$ cat src/rtl/seq_trace_capture.sv
// rtl/seq_trace_capture.sv - change-triggered, timestamped trace capture of three result buses into a ready/valid FIFO
module seq_trace_capture #(
    parameter int DATA_W = 8,
    parameter int DEPTH  = 16,
    parameter int TS_W   = 16
) (
    input  logic                       clk,
    input  logic                       rst,
    input  logic [DATA_W-1:0]          a,
    input  logic [DATA_W-1:0]          b,
    input  logic [DATA_W-1:0]          c,
    input  logic                       cap_en,
    output logic                       out_valid,
    input  logic                       out_ready,
    output logic [TS_W+3*DATA_W-1:0]   out_data,
    output logic [$clog2(DEPTH):0]     count,
    output logic                       overflow,
    output logic [7:0]                 drop_cnt
);

    localparam int AW    = $clog2(DEPTH);
    localparam int REC_W = TS_W + 3*DATA_W;
    localparam logic [AW:0] FULL_CNT = (AW+1)'(DEPTH);

    logic [TS_W-1:0]   r_ts;
    logic              r_armed;
    logic [DATA_W-1:0] r_prev_a;
    logic [DATA_W-1:0] r_prev_b;
    logic [DATA_W-1:0] r_prev_c;

    logic [REC_W-1:0]  r_mem [DEPTH];
    logic [AW-1:0]     r_wptr;
    logic [AW-1:0]     r_rptr;
    logic [AW:0]       r_count;
    logic              r_overflow;
    logic [7:0]        r_drop_cnt;

    logic              w_event;
    logic              w_full;
    logic              w_pop;
    logic              w_push;
    logic              w_drop;
    logic [REC_W-1:0]  w_record;

    // Event when capture is on and either this is the first enabled cycle or any bus moved
    always_comb begin
        w_event  = cap_en && (!r_armed || (a != r_prev_a) || (b != r_prev_b) || (c != r_prev_c));
        w_full   = (r_count == FULL_CNT);
        w_pop    = (r_count != '0) && out_ready;
        // A simultaneous pop frees the slot the new record needs
        w_push   = w_event && (!w_full || w_pop);
        w_drop   = w_event && w_full && !w_pop;
        w_record = {r_ts, c, b, a};
    end

    // Free-running timestamp and change-detection history
    always_ff @(posedge clk) begin
        if (rst) begin
            r_ts     <= '0;
            r_armed  <= 1'b0;
            r_prev_a <= '0;
            r_prev_b <= '0;
            r_prev_c <= '0;
        end else begin
            r_ts     <= r_ts + 1'b1;
            r_armed  <= cap_en;
            r_prev_a <= a;
            r_prev_b <= b;
            r_prev_c <= c;
        end
    end

    // FIFO storage; contents need no reset since the pointers define validity
    always_ff @(posedge clk) begin
        if (!rst && w_push) begin
            r_mem[r_wptr] <= w_record;
        end
    end

    // FIFO pointers and occupancy
    always_ff @(posedge clk) begin
        if (rst) begin
            r_wptr  <= '0;
            r_rptr  <= '0;
            r_count <= '0;
        end else begin
            if (w_push) r_wptr <= r_wptr + 1'b1;
            if (w_pop)  r_rptr <= r_rptr + 1'b1;
            if (w_push && !w_pop)      r_count <= r_count + 1'b1;
            else if (w_pop && !w_push) r_count <= r_count - 1'b1;
        end
    end

    // Sticky overflow flag and saturating drop counter
    always_ff @(posedge clk) begin
        if (rst) begin
            r_overflow <= 1'b0;
            r_drop_cnt <= '0;
        end else if (w_drop) begin
            r_overflow <= 1'b1;
            if (r_drop_cnt != 8'hFF) r_drop_cnt <= r_drop_cnt + 8'd1;
        end
    end

    // Outputs come only from registers, so the buses never reach them combinationally
    always_comb begin
        out_valid = (r_count != '0);
        out_data  = r_mem[r_rptr];
        count     = r_count;
        overflow  = r_overflow;
        drop_cnt  = r_drop_cnt;
    end

endmodule
$ cat config.mk
export PLATFORM = sky130hd
export DESIGN_NAME = seq_trace_capture
export DESIGN_NICKNAME = d
export VERILOG_FILES = /design/src/rtl/seq_trace_capture.sv
export SDC_FILE = /design/constraint.sdc
export NUM_CORES = 1
export LEC_CHECK = 0
export CAP_MARGIN = 20
export CELL_PAD_IN_SITES_DETAIL_PLACEMENT = 0
export CELL_PAD_IN_SITES_GLOBAL_PLACEMENT = 1
export CORE_ASPECT_RATIO = 0.9
export CORE_MARGIN = 2
export CORE_UTILIZATION = 36
export DETAILED_ROUTE_END_ITERATION = 6
export PLACE_DENSITY = 0.67
export SLEW_MARGIN = 10
export SYNTH_ARGS = -nofsm -noshare
export SYNTH_HDL_FRONTEND = slang
export SYNTH_SLANG_ARGS = --single-unit
export TNS_END_PERCENT = 20
$ cat constraint.sdc
create_clock -name clk -period 3.8 [get_ports clk]
set_input_delay 0.76 -clock clk [delete_from_list [all_inputs] [get_ports clk]]
set_output_delay 0.76 -clock clk [all_outputs]
set_load 0.005 [all_outputs]
### Word-level counts from Yosys, hierarchy flattened

Memory sizes are Yosys's and may differ from the RTL's. A register that Yosys moved wholly into a read port is not among the register bits.
Index checks and enable logic that the tools add are counted.

| storage, ports and cells | value |
|---|---|
| memories | 1 |
| output and inout bits | 55 |
| ROM bits | 0 |
| logic and storage cells | 48 |
| flip-flop bits (word level) | 63 |
| input port bits | 28 |
| RAM bits | 640 |
| bits in latches | 0 |

Memories:

| memory | depth | bits a word | rd ports | clocked after Yosys merged registers in | write ports | line | RTL |
|---|---|---|---|---|---|---|---|
| r_mem | 16 | 40 | 1 | 1 | 1 | 31 | `logic [REC_W-1:0] r_mem [DEPTH];` |

| operators by class | value |
|---|---|
| $lt $le $gt $ge | 0 |
| $mul | 0 |
| shift-type cells | 0 |
| reductions and logical operators | 20 |
| eq/ne operators | 5 |
| muxes and demuxes | 6 |
| divide/modulo/power cells | 0 |
| bitwise gates (word level) | 0 |
| add/subtract/negate cells | 6 |

Operators with widths:

| operator | count |
|---|---|
| 8-bit != test | 3 |
| 16-bit by 1-bit adder with 16-bit output (second input constant) | 1 |
| 5-bit two-way mux | 2 |
| 4-bit by 1-bit adder with 4-bit output (second input constant) | 2 |
| 8-bit by 1-bit adder with 8-bit output (second input constant) | 1 |
| 1-bit logical AND | 8 |
| 4-bit two-way mux | 2 |
| 8-bit != test (second input constant) | 1 |
| 5-bit by 1-bit adder with 5-bit output (second input constant) | 1 |
| 5-bit == test (second input constant) | 1 |
| 1-bit logical NOT | 5 |
| 5-bit nonzero test | 1 |
| 5-bit by 1-bit subtractor with 5-bit output (second input constant) | 1 |
| 1-bit logical OR | 4 |
| 1-bit two-way mux | 2 |
| 2-bit AND reduction | 1 |
| 2-bit nonzero test | 1 |

### Logic depth before layout (Yosys ltp)

| depth | value |
|---|---|
| depth after elaboration | 10 |
| mapped depth | 15 |
| gate-level depth less buffers | 14 |

### Least setup slack after synthesis

No wires, ideal clock.

| timing path | value |
|---|---|
| path kind | input to register |
| start | in b[0] |
| end | reg r_count[4], in the netlist count[4] |
| data arrival time | 3.375 ns |
| slack | 0.355 ns |
| required time | 3.730 ns |
| setup time | 0.070 ns |
| buffers on the path | 1 |
| stages on the path | 14 |
| path through | xor2_1 > nor4_1 > and3_1 > nand3_1 > and3_1 > clkbuf_1 > ha_1 > inv_1 > ha_1 > a21o_1 > a21oi_1 > xnor2_1 > or3_1 > a21oi_1 |

| on the way | value |
|---|---|
| longest elaborated chain between the ends | 8 |
| elaborated cells on any way between the ends | 10 |
| classes of those cells | 1 x eq/ne; 1 x mux; 8 x reduce/logical |

RTL lines:

| element | line | RTL |
|---|---|---|
| start: declaration | 10 | `input logic [DATA_W-1:0] b,` |
| 8-bit != test (*) | 47 | `w_event = cap_en && (!r_armed \|\| (a != r_prev_a) \|\| (b != r_prev_b) \|\| (c != r_prev_c));` |
| 1-bit logical OR (*) (2 in a row) | 47 |  |
| 1-bit logical AND (*) | 47 |  |
| 1-bit logical AND (*) | 51 | `w_push = w_event && (!w_full \|\| w_pop);` |
| 1-bit logical NOT | 90 | `else if (w_pop && !w_push) r_count <= r_count - 1'b1;` |
| 1-bit logical AND | 90 |  |
| 2-bit nonzero test (no line) | n/a |  |
| end signal: assignment | 89 | `if (w_push && !w_pop) r_count <= r_count + 1'b1;` |
| end signal: assignment | 90 |  |
| end: declaration | 34 | `logic [AW:0] r_count;` |

Mark *: on every way between the ends. The rest lies on a longest branch, timed or not.
A chain may end at the register's enable or synchronous reset.

==> results.sh <==
export IMPL_drc=0
export IMPL_syn_avg_cell_area_um2=22.1
export IMPL_floorplan_initialDensity_pct=36.2
export IMPL_startpoint_type="register"
export IMPL_ys_seq_area_share_pct=76.3
export IMPL_vias=13110
export IMPL_drive_above_1_share_pct=31.2
export IMPL_slew_headroom_pct=38.2
export IMPL_dr_pass1_iters=5
export IMPL_final_nets=1483
export IMPL_max_freq_ghz=0.267
export IMPL_die_x_um=292
export IMPL_cts_max_level=3
export IMPL_hold_viol=0
export IMPL_area_growth_pct=21.6
export IMPL_crit_required_ns=3.04
export IMPL_clock_sinks=707
export IMPL_grt_max_degree=68
export IMPL_multi_input_comb_area_um2=6140
export IMPL_wl_met3_um=3920
export IMPL_fp_dieH_um=264
export IMPL_register_area_um2=20600
export IMPL_dp_final_hpwl_um=35800
export IMPL_rsz0062_at_grt="yes"
export IMPL_io_pins=83
export IMPL_endpoint_kind="primary output"
export IMPL_outcome="completed"
export IMPL_cts_buffer_depth=3
export IMPL_viasPerCell=5.30
export IMPL_final_cell_mix="640 x edfxtp_1, 200 x mux4_2, 81 x buf_4"
export IMPL_ir_worst_vdd_mv=0.303
export IMPL_max_cap_violations=0
export IMPL_root_buffer="clkbuf_16"
export IMPL_cp_arrival_ns=2.98
export IMPL_setup_viol=0
export IMPL_drt_iter0_drc=1318
export IMPL_fp_row_count=95
export IMPL_worst_slack_ns=0.0556
export IMPL_total_power_mw=19.9
export IMPL_tritoncts="yes"
export IMPL_numCtsBuffers=73
export IMPL_mostFrequentLayoutCell="edfxtp_1"
export IMPL_clk_latency_ns=0.62
export IMPL_fin_skew_ns=0.0227
export IMPL_crit_fanout=12
export IMPL_ys_ff_latch=707
export IMPL_track_usage_pct=16.6
export IMPL_antenna_found_initial=0
export IMPL_fill_cells=6240
export IMPL_crit_type="reg -> out"
export IMPL_ant_nets=0
export IMPL_wl_met2_um=30100
export IMPL_syn_inst=1219
export IMPL_fin_crit_sh_pct=98.5
export IMPL_yosysWarnings=0
export IMPL_die_area_um2=77100
export IMPL_wl_met1_um=28200
export IMPL_yosys_most_used_dff="edfxtp_1"
export IMPL_core_um2=74400
export IMPL_synth_area_um2=27000
export IMPL_grt_overflow=0
export IMPL_syn_num_nets=1259
export IMPL_highest_layer="met4"
export IMPL_diodes=0
export IMPL_powerDensity_nw_per_um2=608
export IMPL_leakage_nw=10.4
export IMPL_clkTransAtPathRegs_ns=0.06
export IMPL_min_period_ns=3.74
export IMPL_synth_async_reset_ratio_pct=0
export IMPL_gp_congestion=0.732
export IMPL_wl_um=63400
export IMPL_grt_pass1_vias=13492
export IMPL_holdWs_ns=0.500
export IMPL_dpl_worst_slack_ns=-0.422
export IMPL_wl_per_cell_um=25.6
export IMPL_worstMarginPinSlew_ns=0.927
export IMPL_synth_cell_types=42
export IMPL_grt_pass1_wl_um=92800
export IMPL_port_buffers=82
export IMPL_synth_edff_count=640
export IMPL_hp_class="reg -> reg"
export IMPL_slew_violations=0
-- cell families after synthesis --
kind of cell | share of synthesized area (%)
adders and majority gates | 0.585
and+or+nand+nor | 3.11
AOI/OAI and AO/OA | 0.794
DFF | 76.3
buffers and inverters | 1.02
muxes | 16.9
xor gates and xnor gates | 1.27
-- final cells by class --
cell class                 instances  share of cell area [%]
clock buffer                     106                    6.39
clock inverter                    29                   0.916
inverter                           8                  0.0916
multi-input combinational        443                    18.7
sequential                       707                    62.8
tap                              970                    3.70
timing repair buffer             210                    7.38
-- through the flow --
stage	setup TNS, ns	std cells	cell area (µm²)	utilization (%)
CTS	-0.0679	2466	32700	43.9
global placement	-0.980	2325	30100	40.5
finish	0	2473	32800	44.0
detailed placement	-0.827	2325	30100	40.5
global route	-0.100	2473	32800	44.0
floorplan	0	1219	27000	-
-- cells in the mapped netlist (5+ instances only) --
cell	count	area share (%)
clkbuf_1	41	0.57
o21ai_0	8	0.15
edfxtp_1	640	71
a21oi_1	17	0.32
nor2b_1	27	0.63
xor2_1	13	0.42
xnor2_1	26	0.84
nand2b_1	6	0.14
ha_1	11	0.51
buf_1	8	0.11
or3_1	8	0.19
buf_2	12	0.22
nand2_1	14	0.19
nand4_1	16	0.37
and3_1	26	0.60
nor3_1	5	0.093
nor2_1	30	0.42
mux4_2	200	17
dfxtp_1	67	5.0
inv_1	8	0.11
-- repair_timing --
item | 4_1_cts | 5_1_grt
endpoints found under the setup margin | 32 | 19
setup buffers | 4 | 5
hold buffers | 0 | 0
cloned | 2 | 2
gates resized for setup | 26 | 8
-- report_power, final --
group | leakage, nW | internal, mW | total (mW) | switching (mW)
Combinational | 2.88 | 2.45 | 4.13 | 1.69
Sequential | 6.38 | 8.58 | 8.71 | 0.132
Clock | 1.16 | 4.14 | 7.09 | 2.95
Total | 10.4 | 15.2 | 19.9 | 4.77
-- sequential cells by signal, summed over array words and instances, names as in the netlist, named ones only --
name and flops:
count 5, drop_cnt 8, r_wptr 4, overflow 1
r_ts 16, r_prev_c 8, r_rptr 4, r_armed 1
r_mem 640, r_prev_a 8, r_prev_b 8
-- layer usage --
metal	vias up	GRT usage, %
met5	-	0
met4	0	3.89
met3	92	2.97
met2	433	26.0
met1	7036	24.3
li1	5549	-
-- final timing paths --
path	slack, ns	from	cells after the start	end
setup / recovery	0.06	register	5	out_data[2]
hold reg to reg	0.50	r_rptr[1]	2	register
setup reg to reg	0.50	count[0]	12	count[4]
hold / removal	0.50	r_rptr[1]	2	register
-- critical path: stages, from the launching register on --
cell,delay (ns)
dfxtp_4,0.46
buf_16,0.20
buf_4,0.19
mux4_2,0.51
mux4_2,0.53
clkdlybuf4s50_1,0.47
Note: power is estimated with default switching activity, not from simulation.
